--- src/rtl/bcd_pkg.sv ---
// Shared types and constants for the sequential binary-to-BCD converter.
package bcd_pkg;

    typedef enum logic [1:0] {
        IDLE  = 2'd0,
        SHIFT = 2'd1,
        DONE  = 2'd2
    } state_e;

    localparam int unsigned BCD_W       = 4;
    localparam int unsigned ADD3_THRESH = 5;

    // ceil(n * log10(2)), with 30103/100000 standing in for log10(2)
    function automatic int unsigned min_digits(input int unsigned n);
        return (n * 30103 + 99999) / 100000;
    endfunction

endpackage

--- src/rtl/bcd_digit_adj.sv ---
// Double-dabble correction for one BCD digit: add 3 when the digit is 5 or more,
// so the following left shift carries correctly into the next digit.
module bcd_digit_adj
    import bcd_pkg::*;
(
    input  logic [BCD_W-1:0] digit_in,
    output logic [BCD_W-1:0] digit_out
);

    always_comb begin
        digit_out = digit_in;
        if (digit_in >= BCD_W'(ADD3_THRESH)) begin
            digit_out = digit_in + BCD_W'(3);
        end
    end

endmodule

--- src/rtl/binary_to_bcd_seq.sv ---
// Iterative double-dabble binary-to-BCD converter with valid/ready handshakes.
// Define BIN_TO_BCD_SIGNED_EN to treat bin_in as two's complement (sign on neg).
module binary_to_bcd_seq
    import bcd_pkg::*;
#(
    parameter int N      = 8,
    parameter int DIGITS = 3
) (
    input  logic                  clk,
    input  logic                  reset,
    input  logic [N-1:0]          bin_in,
    input  logic                  in_valid,
    output logic                  in_ready,
    output logic [4*DIGITS-1:0]   bcd_out,
    output logic                  neg,
    output logic                  out_valid,
    input  logic                  out_ready
);

    localparam int CNT_W = $clog2(N + 1);
    localparam int SCR_W = BCD_W * DIGITS;

    state_e             state_q, state_d;
    logic [N-1:0]       bin_q, bin_d;
    logic [SCR_W-1:0]   scr_q, scr_d;
    logic [SCR_W-1:0]   scr_adj;
    logic [CNT_W-1:0]   cnt_q, cnt_d;
    logic [SCR_W-1:0]   bcd_q, bcd_d;
    logic               sign_q, sign_d;
    logic               neg_q, neg_d;

    logic [N-1:0]       cap_mag;
    logic               cap_sign;

`ifdef BIN_TO_BCD_SIGNED_EN
    // Magnitude of the most negative value still fits in N unsigned bits.
    assign cap_sign = bin_in[N-1];
    assign cap_mag  = bin_in[N-1] ? -bin_in : bin_in;
`else
    assign cap_sign = 1'b0;
    assign cap_mag  = bin_in;
`endif

    for (genvar g = 0; g < DIGITS; g++) begin : g_adj
        bcd_digit_adj u_adj (
            .digit_in  (scr_q[g*BCD_W +: BCD_W]),
            .digit_out (scr_adj[g*BCD_W +: BCD_W])
        );
    end

    always_comb begin
        // NOTE: every signal gets a default first, so no path can infer a latch.
        state_d = state_q;
        bin_d   = bin_q;
        scr_d   = scr_q;
        cnt_d   = cnt_q;
        bcd_d   = bcd_q;
        sign_d  = sign_q;
        neg_d   = neg_q;

        unique case (state_q)
            IDLE: begin
                if (in_valid) begin
                    bin_d   = cap_mag;
                    scr_d   = '0;
                    cnt_d   = CNT_W'(N);
                    sign_d  = cap_sign;
                    state_d = SHIFT;
                end
            end
            SHIFT: begin
                // N shift steps, then one edge to publish the result register.
                if (cnt_q != '0) begin
                    {scr_d, bin_d} = {scr_adj, bin_q} << 1;
                    cnt_d          = cnt_q - CNT_W'(1);
                end else begin
                    bcd_d   = scr_q;
                    neg_d   = sign_q;
                    state_d = DONE;
                end
            end
            DONE: begin
                if (out_ready) begin
                    bcd_d   = '0;
                    neg_d   = 1'b0;
                    state_d = IDLE;
                end
            end
            default: state_d = IDLE;
        endcase
    end

    always_ff @(posedge clk) begin
        // NOTE: sequential state uses non-blocking assignments only.
        if (reset) begin
            state_q <= IDLE;
            bin_q   <= '0;
            scr_q   <= '0;
            cnt_q   <= '0;
            bcd_q   <= '0;
            sign_q  <= 1'b0;
            neg_q   <= 1'b0;
        end else begin
            state_q <= state_d;
            bin_q   <= bin_d;
            scr_q   <= scr_d;
            cnt_q   <= cnt_d;
            bcd_q   <= bcd_d;
            sign_q  <= sign_d;
            neg_q   <= neg_d;
        end
    end

    assign in_ready  = (state_q == IDLE);
    assign out_valid = (state_q == DONE);
    assign bcd_out   = bcd_q;
    assign neg       = neg_q;

endmodule

--- config.mk ---
export PLATFORM = sky130hd
export DESIGN_NAME = binary_to_bcd_seq
export DESIGN_NICKNAME = d
export VERILOG_FILES = /design/src/rtl/bcd_pkg.sv /design/src/rtl/bcd_digit_adj.sv /design/src/rtl/binary_to_bcd_seq.sv
export SDC_FILE = /design/constraint.sdc
export NUM_CORES = 1
export LEC_CHECK = 0
export ABC_AREA = 1
export BUFFER_PORTS_ARGS = -buffer_cell sky130_fd_sc_hd__buf_4
export CAP_MARGIN = 20
export CORE_MARGIN = 4
export CORE_UTILIZATION = 50
export DETAILED_ROUTE_END_ITERATION = 16
export PLACE_DENSITY = 0.85
export SETUP_SLACK_MARGIN = 0.3
export SLEW_MARGIN = 20
export SYNTH_ARGS = -nofsm -noshare
export SYNTH_HDL_FRONTEND = slang
export SYNTH_SLANG_ARGS = --single-unit
--- constraint.sdc ---
create_clock -name clk -period 1.2 [get_ports clk]
set_input_delay 0.12 -clock clk [delete_from_list [all_inputs] [get_ports clk]]
set_output_delay 0.12 -clock clk [all_outputs]
set_load 0.01 [all_outputs]
==> results of run 1 <==
sequential cells by signal (all words and copies together), names as in the netlist:
signal and count:
scr_q 12, cnt_q 4, state_q 2, bin_q 8, bcd_out 12
worst max-delay path, cell delays in order, from the launching register on:
cell and delay [ns]:
dfxtp_2 0.37, inv_2 0.07, ha_4 0.16, inv_2 0.09, nand2_4 0.08, nand3_4 0.09, nand2_2 0.06, nor2_2 0.16
nor2_4 0.04, nor2_1 0.07
worst paths after layout:
kind	cells past startpoint	to	slack, ns
max reg2reg	9	scr_q[8]	-0.07
max	9	scr_q[8]	-0.07
min reg2reg	2	bin_q[0]	0.48
min	4	state_q[1]	0.09
through the flow:
stage	power [mW]	util (%)
floorplan	2.01	-
global placement	2.16	61.6
detailed placement	2.17	61.6
CTS	3.16	70.4
global route	3.50	75.9
finish	3.36	75.9
power by group through the flow:
stage                     combinational, mW  clock [mW]  sequential, mW
final                                  1.07       0.846            1.44
after global routing                   1.15       0.902            1.45
after floorplan                       0.564           0            1.44
after global placement                0.707           0            1.45
after detailed placement              0.718           0            1.45
after CTS                             0.899       0.841            1.42
cell families after synthesis:
family | share of synthesized area (%)
fa+ha+maj | 5.11
other cells | 0.191
flops | 38.8
compound gates | 11.0
xor+xnor | 0.447
simple gates | 34.7
buf+inv | 9.77
cell usage in the layout, fill, tap and decap left out, types with 9 or more instances in the layout:
| cell | synthesis | final |
|---|---|---|
| a21oi_1 | 26 | 19 |
| inv_1 | 19 | 9 |
| dfxtp_1 | 38 | 22 |
| nand3_1 | 37 | 27 |
| a21oi_2 | 2 | 9 |
| nand2_2 | 2 | 12 |
| nand2_1 | 65 | 49 |
| nand2_4 | 1 | 9 |
| dfxtp_2 | 0 | 13 |
| nor2_4 | 1 | 10 |
| nor2_1 | 27 | 12 |
| nand3_2 | 1 | 9 |
| buf_4 | 3 | 45 |
layout make-up:
class                   count  area share, %
inverters                  23           3.95
repair buffers             54           15.7
repair inverters            1          0.399
well taps                  48           2.13
clock buffers               5           2.44
multi-input cells         199           47.1
flip-flops and latches     38           27.9
clock inverters             2          0.355
per-layer routing:
layer	global-route usage [%]	share of wire [%]	vias up	routed length (um)
met5	0	0	-	0
met4	7.52	4.5	0	260
met3	6.11	6.4	28	375
met2	35.2	52	96	3040
met1	24.1	37	947	2150
li1	-	-	983	-
timing repair:
action	4_1_cts	5_1_grt
pin swaps	16	21
gates cloned	3	0
endpoints found under the hold margin	0	0
setup buffers	11	2
gates resized for setup	46	58
endpoints found under the setup margin	40	51
==> results_dict.tcl, run 1 <==
set metrics [dict create \
    status "complete, but fails checks" \
    violations "setup timing" \
    critical_path_required_ns 1.43 \
    synth_nets 291 \
    synth.most_common_cell "nand2_1" \
    antenna_cells 0 \
    synth_top_cell_area_share_pct 38.8 \
    yosys.area.top_type "dfxtp_1" \
    switching_share_pct 35.2 \
    cts_buffers 5 \
    die_x_um 70.6 \
    dp_cells 347 \
    final-setup-viol-count 18 \
    multi_input_area_sq_mm 0.00133 \
    fin_crit_sh_pct 106 \
    ant_nets 0 \
    row_count 22 \
    syn_area_sq_mm 0.00196 \
    cts_tree "yes" \
    initial_core_util_pct 52.7 \
    wl_um 5830 \
    place_ws_ns -0.0718 \
    cts.path.max_buffers 2 \
    vias 2054 \
    coreArea_sq_mm 0.00372 \
    min_from "out_ready" \
    yosysSeqAreaShare_pct 38.8 \
    rsz0062_at_grt "true" \
    grt_overflow 0 \
    synth_edf_count 0 \
    slew_viol_final 0 \
    clock-sinks 38 \
    yosysWarnings 0 \
    final_nets 342 \
    dpl_cell_area_sq_mm 0.00229 \
    ctsHoldBuffers 0 \
    syn_inst 271 \
    worstSetupPathType "register to register" \
    crit_fanout 4 \
    holdWs_ns 0.0909 \
    io_pins 27 \
    synth_area_leaders "dfxtp_1, nand2_1, nand3_1" \
    clock_skew_ns 0.00572 \
    synth.distinct_cells 30 \
    power_frac_seq_pct 42.8 \
    grt_pass1_wl_um 8430 \
    grt_usage_pct 20.5 \
    die_h_um 70.6 \
    wl_per_cell_um 15.7 \
    drt_iter0_drc 209 \
    irDropWorstVdd_mv 0.849 \
    syn-mean-instance-area_sq_um 7.23 \
    report.final.hold_viol_count 0 \
    start_kind "register" \
    hold_class "input port to register" \
    ys_ff_latch 38 \
    max_cap_violations 0 \
    gp_congestion 0.788 \
    leakage_nw 1.22 \
    nFillCells 266 \
    fin_crit_ns 1.27 \
    drive_above_1_share_pct 50.0 \
    ys.flop_type "dfxtp_1" \
    cts_root_buf "clkbuf_8" \
    cts.clk_slew.worst_paths_ns 0.07 \
    power.internal_mw 2.18 \
    p_comb_share_pct 32.0 \
    net-switching-power_mw 1.18 \
    seq_area_sq_um 788 \
    layout_setup_ws_ns -0.0743 \
    postSynth.asyncResetShare_pct 0 \
    dieArea_sq_mm 0.00498 \
    fin_tns_setup_ns -0.255 \
    final_area_sq_mm 0.00282 \
    grt_pass1_vias 1971 \
    crit_start "scr_q[4]" \
    power.density_mw_per_mm2 1190 \
    htreeDepth 2 \
    port_buffers 25 \
    worstSkewPairLatency_ns 0.29 \
    drcViolationCount 0 \
    cp.arrival_ns 1.50 \
    power_frac_clock_pct 25.2 \
    end_kind "register" \
    grt_start_max_net_pins 27 \
    worstReg2RegStart "scr_q[4]" \
    first_pass_iters 4 \
    areaGrowthSynthToFinish_pct 44.0 \
    viasPerCell 5.55 \
    fin_cells 370 \
    max_freq_mhz 785 \
    dp_hpwl_um 3000 \
    yosys-top-cells-count "nand2_1, dfxtp_1, nand3_1" \
    antenna_found_initial 0 \
]
No activity file was read; power rests on OpenSTA's default activity.
==> run 2, diff against run 1 <==
GPL_TIMING_DRIVEN = 0   (was not set)
SKIP_CTS_REPAIR_TIMING = 1   (was not set)
==> run 2 against run 1 <==
Against the previous run:
- the run still ends with setup timing left
- first-iteration DRC count fell by 19%
- non-clock buffer count down 1
- clock-buffer cell count up 1
- fmax down 2.5%
- critical path type unchanged
==> results_dict.tcl, run 2 (synthesized netlist as in run 1, its figures left out) <==
set metrics [dict create \
    grt_overflow 0 \
    viasPerCell 5.35 \
    multi_input_area_sq_mm 0.00124 \
    crit_fanout 10 \
    htreeDepth 2 \
    cts_tree "yes" \
    worstSetupPathType "register to register" \
    grt_pass1_wl_um 7380 \
    seq_area_sq_um 805 \
    cts.clk_slew.worst_paths_ns 0.07 \
    critical_path_required_ns 1.42 \
    r2r_slack_ns -0.11 \
    path_cells "inv_4 -> nor2_4 -> nand2_1 -> buf_4 -> nand3_2 -> a21oi_2" \
    final_util_pct 75.5 \
    final_nets 338 \
    relSlewSlack_pct 53.3 \
    maxUsedRoutingLayer "met4" \
    grt_start_max_net_pins 13 \
    drive_above_1_share_pct 48.6 \
    rsz0062_at_grt "true" \
    fin_cells 367 \
    drt_iter0_drc 170 \
    clock-sinks 38 \
    route.met3.wl_um 284 \
    start_kind "register" \
    violations "setup timing" \
    end_kind "register" \
    io_pins 27 \
    status "complete, but fails checks" \
    layout_setup_ws_ns -0.107 \
    hold_class "input port to register" \
    worstReg2RegStart "state_q[1]" \
    wl_per_cell_um 15.2 \
    layout_common_cells "nand2_1, buf_4, nand3_1, dfxtp_2" \
    power.density_mw_per_mm2 1340 \
    wl_met2_um 3000 \
    port_buffers 24 \
    final-setup-viol-count 31 \
    row_count 22 \
    worstSkewPairLatency_ns 0.30 \
    crit_start "state_q[1]" \
    cp_slowest_stage_delay_ns 0.37 \
    cp_slowest_cell "dfxtp_4" \
    fin_crit_ns 1.31 \
    gp_congestion 0.822 \
    cp-endpoint "bcd_out[6]" \
    cts_root_buf "clkbuf_8" \
    ant_nets 0 \
    dp_hpwl_um 3170 \
    wl_um 5580 \
    rr_endpoint "bcd_out[6]" \
    initial_core_util_pct 52.7 \
    fin_crit_sh_pct 109 \
    cp.arrival_ns 1.53 \
    grt_pass1_vias 1713 \
    rr_worst_depth 6 \
    clock_skew_ns 0.00554 \
    place_ws_ns -0.0851 \
    grt_usage_pct 18.3 \
    vias 1963 \
    cts.path.max_buffers 2 \
    max_cap_violations 0 \
    dp_cells 343 \
    wl_met1_um 2240 \
    max_freq_mhz 765 \
    max_slew.worst_pin.slew_ns 0.700 \
    dpl_cell_area_sq_mm 0.00226 \
    layout.cells.most_common "nand2_1" \
    first_pass_iters 8 \
    dieArea_sq_mm 0.00498 \
    whs_path_depth 3 \
    antenna_found_initial 0 \
    power_mw 3.75 \
    areaGrowthSynthToFinish_pct 43.2 \
    cts_buffers 5 \
    die_h_um 70.6 \
    final_area_sq_mm 0.00281 \
    die_x_um 70.6 \
    antenna_cells 0 \
    irDropWorstVdd_mv 0.772 \
    leakage_nw 1.18 \
    report.final.hold_viol_count 0 \
    slew_viol_final 0 \
    coreArea_sq_mm 0.00372 \
    nFillCells 245 \
    drcViolationCount 0 \
]
==> run 2: cell types whose count changed in the layout (fill, tap and decap cells not counted), moves of 7 or more <==
cell,before,now
a21oi_1,19,12
buf_4,45,36
nand2_1,49,58
nand3_2,9,16
dfxtp_1,22,15
nand2_4,9,2
a21oi_2,9,16
==> run 2: layout make-up <==
| class | instances | share of cell area [%] |
|---|---|---|
| repair buffers | 40 | 12.3 |
| clock inverters | 2 | 2.14 |
| clock buffers | 6 | 2.94 |
| inverters | 23 | 3.70 |
| plain buffers | 13 | 3.88 |
| multi-input cells | 197 | 44.2 |
| well taps | 48 | 2.14 |
| flip-flops and latches | 38 | 28.7 |
==> run 2: metal layers <==
metal / vias to the layer above / track usage, %
li1: 975 / -
met1: 926 / 21.4
met2: 55 / 30.7
met3: 7 / 5.40
met4: 0 / 8.56
met5: - / 0
==> run 2: report_power, final <==
group          switching (mW)  total [mW]  internal (mW)
Combinational           0.548       0.951          0.403
Clock                   0.470        1.36          0.886
Sequential             0.0886        1.44           1.35
Total                    1.11        3.75           2.64
==> run 2: worst max-delay path: cells and delay by family (launching register included) <==
family,cells,cell delay [ns]
compound gates,1,0.17
buf+inv,2,0.35
flops,1,0.37
simple gates,3,0.33
==> run 2: worst min-delay path by stage <==
stage | startpoint | endpoint
finish | bin_in[0] | bin_q[0]
global route | bin_in[0] | bin_q[0]
global placement | out_ready | state_q[1]
floorplan | out_ready | state_q[1]
detailed placement | out_ready | state_q[1]
CTS | out_ready | state_q[1]
==> run 2: metrics by stage <==
step | setup TNS [ns] | hold slack (ns)
after global placement | -0.912 | 0.400
final | -1.18 | 0.104
after CTS | -1.83 | 0.0774
after global routing | -3.46 | 0.119
after detailed placement | -1.28 | 0.394
after floorplan | 0 | 0.283
